===== src/rtl/result_commit.sv =====
// result_commit: write-back unit at the tail of the ALU result path.
// Buffers {result, dest} pairs in an in-order FIFO and retires the oldest
// entry into an internal register file on each cycle that commit_en allows.
// Two combinational read ports return committed state plus a pending flag
// that is set when any buffered entry targets the addressed register.
//
// Ports:
//   clk, reset_n                 clock, asynchronous active-low reset
//   in_valid/in_ready            result handshake (in_ready = !full)
//   in_result, in_dest           result payload and destination index
//   commit_en                    permits retirement this cycle
//   rd_{a,b}_addr                read port indices
//   rd_{a,b}_data                committed register contents (combinational)
//   rd_{a,b}_pend                a buffered entry targets that index
//   count                        number of buffered entries
//   commit_valid, commit_dest    registered retirement strobe and index
module result_commit #(
    parameter int unsigned size   = 1,
    parameter int unsigned addr_w = 2,
    parameter int unsigned depth  = 4
) (
    input  logic                     clk,
    input  logic                     reset_n,
    input  logic                     in_valid,
    output logic                     in_ready,
    input  logic [size-1:0]          in_result,
    input  logic [addr_w-1:0]        in_dest,
    input  logic                     commit_en,
    input  logic [addr_w-1:0]        rd_a_addr,
    input  logic [addr_w-1:0]        rd_b_addr,
    output logic [size-1:0]          rd_a_data,
    output logic [size-1:0]          rd_b_data,
    output logic                     rd_a_pend,
    output logic                     rd_b_pend,
    output logic [$clog2(depth):0]   count,
    output logic                     commit_valid,
    output logic [addr_w-1:0]        commit_dest
);

    localparam int unsigned ptr_w = $clog2(depth);
    localparam int unsigned cnt_w = ptr_w + 1;
    localparam int unsigned nregs = 1 << addr_w;

    typedef struct packed {
        logic [addr_w-1:0] dest;
        logic [size-1:0]   data;
    } entry_t;

    entry_t             fifo [depth];
    logic [ptr_w-1:0]   wr_ptr;
    logic [ptr_w-1:0]   rd_ptr;
    logic [cnt_w-1:0]   count_q;
    logic [size-1:0]    regs [nregs];

    logic   full;
    logic   empty;
    logic   push;
    logic   pop;
    entry_t head;

    // Full blocks pushes even when a pop happens in the same cycle.
    assign full     = (count_q == cnt_w'(depth));
    assign empty    = (count_q == '0);
    assign push     = in_valid && !full;
    assign pop      = commit_en && !empty;
    assign head     = fifo[rd_ptr];
    assign in_ready = !full;
    assign count    = count_q;

    // FIFO storage; contents are only meaningful under count_q, so no reset.
    always_ff @(posedge clk) begin
        if (push) begin
            fifo[wr_ptr] <= '{dest: in_dest, data: in_result};
        end
    end

    // Pointers wrap naturally; count disambiguates full from empty.
    always_ff @(posedge clk or negedge reset_n) begin
        if (!reset_n) begin
            wr_ptr  <= '0;
            rd_ptr  <= '0;
            count_q <= '0;
        end else begin
            if (push) begin
                wr_ptr <= wr_ptr + ptr_w'(1);
            end
            if (pop) begin
                rd_ptr <= rd_ptr + ptr_w'(1);
            end
            case ({push, pop})
                2'b10:   count_q <= count_q + cnt_w'(1);
                2'b01:   count_q <= count_q - cnt_w'(1);
                default: count_q <= count_q;
            endcase
        end
    end

    // Register file: retire the head entry unmodified.
    always_ff @(posedge clk or negedge reset_n) begin
        if (!reset_n) begin
            for (int unsigned i = 0; i < nregs; i++) begin
                regs[i] <= '0;
            end
        end else if (pop) begin
            regs[head.dest] <= head.data;
        end
    end

    // Retirement strobe, one cycle per retiring edge.
    always_ff @(posedge clk or negedge reset_n) begin
        if (!reset_n) begin
            commit_valid <= 1'b0;
            commit_dest  <= '0;
        end else begin
            commit_valid <= pop;
            if (pop) begin
                commit_dest <= head.dest;
            end
        end
    end

    // Read ports see committed state only; no bypass from the FIFO.
    assign rd_a_data = regs[rd_a_addr];
    assign rd_b_data = regs[rd_b_addr];

    // Pending flags: OR over occupied slots, walked from the head.
    always_comb begin
        logic [ptr_w-1:0] idx;
        rd_a_pend = 1'b0;
        rd_b_pend = 1'b0;
        idx       = '0;
        for (int unsigned i = 0; i < depth; i++) begin
            idx = rd_ptr + ptr_w'(i);
            if (cnt_w'(i) < count_q) begin
                if (fifo[idx].dest == rd_a_addr) begin
                    rd_a_pend = 1'b1;
                end
                if (fifo[idx].dest == rd_b_addr) begin
                    rd_b_pend = 1'b1;
                end
            end
        end
    end

endmodule

===== config.mk =====
export PLATFORM = sky130hd
export DESIGN_NAME = result_commit
export DESIGN_NICKNAME = d
export VERILOG_FILES = /design/src/rtl/result_commit.sv
export SDC_FILE = /design/constraint.sdc
export NUM_CORES = 1
export LEC_CHECK = 0
export CORE_MARGIN = 4
export CORE_UTILIZATION = 54
export DETAILED_ROUTE_END_ITERATION = 8
export PLACE_DENSITY = 0.85
export SETUP_SLACK_MARGIN = 0.15
export SYNTH_ARGS = -nofsm -noshare
export SYNTH_HDL_FRONTEND = slang
export SYNTH_SLANG_ARGS = --single-unit

===== constraint.sdc =====
create_clock -name clk -period 2.6 [get_ports clk]
set_input_delay 0.65 -clock clk [delete_from_list [all_inputs] [get_ports clk]]
set_output_delay 0.65 -clock clk [all_outputs]
set_load 0.02 [all_outputs]

==> results of run 1 <==
state kept, by name, summed over array words and instances, names as in the netlist:
name	count
fifo	12
rd_ptr	2
regs	4
wr_ptr	2
commit_valid	1
commit_dest	2
count	3
worst max-delay path: stages, from the launching register on:
cell and delay (ns):
dfrtp_2 0.45, buf_12 0.14, buf_4 0.13, mux4_2 0.33, buf_6 0.15, xor2_2 0.12, nor3_2 0.06, a311o_1 0.34
buf_6 0.14
final timing paths:
check,from,endpoint,cells after the start
setup / recovery,rd_ptr[1]$_DFFE_PN0P_,rd_a_pend,8
hold / removal,commit_dest[1]$_DFFE_PN0P_,commit_dest[1]$_DFFE_PN0P_,1
min in group asynchronous,reset_n,commit_valid$_DFF_PN0_,1
hold reg to reg,commit_dest[1]$_DFFE_PN0P_,commit_dest[1]$_DFFE_PN0P_,1
setup reg to reg,count[0]$_DFFE_PN0P_,count[2]$_DFFE_PN0P_,8
max in group asynchronous,reset_n,rd_ptr[0]$_DFFE_PN0P_,1
per-stage QoR:
stage | TNS (ns) | setup WS, ns | total power [mW] | cells
final | -0.382 | -0.213 | 2.73 | 198
after global placement | -1.73 | -0.456 | 2.22 | 190
after floorplan | 0 | 0.158 | 1.73 | 128
after global routing | -0.601 | -0.321 | 2.92 | 198
after CTS | -0.383 | -0.211 | 2.62 | 196
after detailed placement | -1.88 | -0.519 | 2.30 | 190
where the power goes:
| group | internal (mW) | total [mW] | switching, mW |
|---|---|---|---|
| Combinational | 0.921 | 1.75 | 0.833 |
| Sequential | 0.587 | 0.710 | 0.123 |
| Clock | 0.156 | 0.269 | 0.113 |
| Total | 1.66 | 2.73 | 1.07 |
cells by family after synthesis:
group	after synthesis
XOR/XNOR	22
adder cells (fa/ha/maj)	9
flip-flops	26
multiplexers	21
AND/OR/NAND/NOR	24
buffers and inverters	14
AO/OA/AOI/OAI	12
cells in the final DEF, fill, tap and decap left out, drive strengths merged, types with 3 or more instances in the layout:
cell type,Yosys,layout
edfxtp,12,12
and3,4,4
clkbuf,2,3
xnor2,9,9
buf,5,24
dlygate4sd2,0,4
nor2,3,3
clkdlybuf4s50,0,12
xor2,13,13
dfrtp,14,14
o21ai,5,5
mux2,7,7
mux4,7,7
inv,7,7
nand2,10,10
mux2i,7,7
ha,9,9
nor3,4,4
area by class of cell:
type | count | area share, %
Clock buffer | 3 | 1.09
Clock inverter | 1 | 1.45
Inverter | 7 | 1.27
Multi-Input combinational cell | 88 | 41.8
Sequential cell | 26 | 34.4
Tap cell | 31 | 1.87
Timing Repair Buffer | 42 | 18.1
repair_timing:
item                                    CTS  global route
endpoints found under the setup margin    5             4
pin swaps                                 0             1
setup buffers                             2             2
resized for setup                        29            11
hold endpoints to repair                  0             0
per-layer routing:
metal	vias up	track usage, %	share of wire, %
met4	0	10.2	2.8
met1	564	21.2	42
met2	24	31.4	53
met3	9	2.70	2.4
met5	-	0	0
li1	533	-	-
==> flow_summary.toml, run 1 <==
[yosys]
avgSynthCellArea_um2 = 12.7
synth_cell_type_count = 27
synthCells = 128
synthArstFlopShare_pct = 53.8
ys_top_cells_by_count = "14 x dfrtp_1, 13 x xor2_1, 12 x edfxtp_1"
yosysWarnings = 0
synthAdderAreaFrac_pct = 6.94
synthTopCellsByArea = "edfxtp_1 22%, dfrtp_1 22%, mux4_1 8.1%"
synth-xor-area-share_pct = 11.9
synth.largest_area_cell = "edfxtp_1"
synth_edf_count = 12
synth-simple-area-share_pct = 7.10
synth-compound-area-share_pct = 5.02
synthMuxAreaShare_pct = 20.8
ys_seq_elements = 26
netlist.area_leader.share_pct = 22.2
post-synth-top-count-cell = "dfrtp_1"
syn_area_um2 = 1620
synth_top_family_by_area = "multiplexers"
ys.flop_type = "dfrtp_1"
syn_nets = 148
ys_seq_area_share_pct = 43.8

[cells_and_area]
finish.utilization_pct = 73.8
drive_gt1_share_pct = 31.1
multi_input_area_um2 = 865
syn2layout_area_growth_pct = 27.7
ff_latch_area_um2 = 713
diodes = 0
final_design_area_no_fill_um2 = 2070
n_fill_cell = 180
final_nets = 188

[detailed_routing]
via_count = 1130
ant_nets = 0
wirelength_um = 3270
first_iter_violations = 63
detailedRoute.firstPassIterationCount = 4
wl_per_cell_um = 16.5
drcViolationCount = 0
vias_per_cell = 5.71

[cts]
insertion_delay_ns = 0.31
cts_root_buf = "clkbuf_4"
cts.htree.levels = 1
numCtsBuffers = 3
tritoncts = "done"
clock-sinks = 26
clockBufferDepth = 2
clkSlewWorstSetupHoldPaths_ns = 0.13
ctsHoldBuffers = 0

[global_route]
grt_first_pass_wirelength_um = 5510
overflow = 0
grt_antenna_before_repair = 0
grt_pass1_vias = 1166
grt_use_total_pct = 18.1
grt_max_degree = 16

[floorplan]
fp.dieH_um = 62.8
ios = 22
die_area_um2 = 3940
core_um2 = 2810
rows = 19
die_w_um = 62.8
floorplan.initialDensity_pct = 57.8

[sta]
finalMaxSlewViolations = 0
skew_ns = 0.00130
max_freq_mhz = 355
setup_viol = 2
rsz0062_at_grt = "true"
finalCriticalPeriod_ns = 2.81
relSlewSlack_pct = 59.2
worst_slack_ns = -0.213
whs_ns = 0.499
final-hold-violation-count = 0
fin_crit_sh_pct = 108
worstMarginPinSlew_ns = 0.610

[setup_path]
required_ns = 1.95
startpoint_type = "flop"
cp.arrival_ns = 2.16
cp-end-kind = "output port"
critPathKind = "reg -> out"
regToRegSetupSlack_ns = 0.42
crit_fanout = 5

[run_status]
violations = "setup timing"
status = "complete, but fails checks"

[placement]
hpwl_um = 2510
gp_congestion = 0.858
portBuffers = 21
place_area_um2 = 1950

[power_and_ir_drop]
peakVddDrop_uv = 789
p_per_area_nw_per_um2 = 1320
cellLeakagePower_nw = 0.883

[flow_run]
drv_cap = 0

[min_path]
hold_path.class = "reg -> reg"
Note: power is estimated with default switching activity, not from simulation.
==> run 2, diff against run 1 <==
GPL_ROUTABILITY_DRIVEN = 0   (was default)
==> results of run 2 <==
The final DEF is identical to that of run 1; final timing and power are the same.
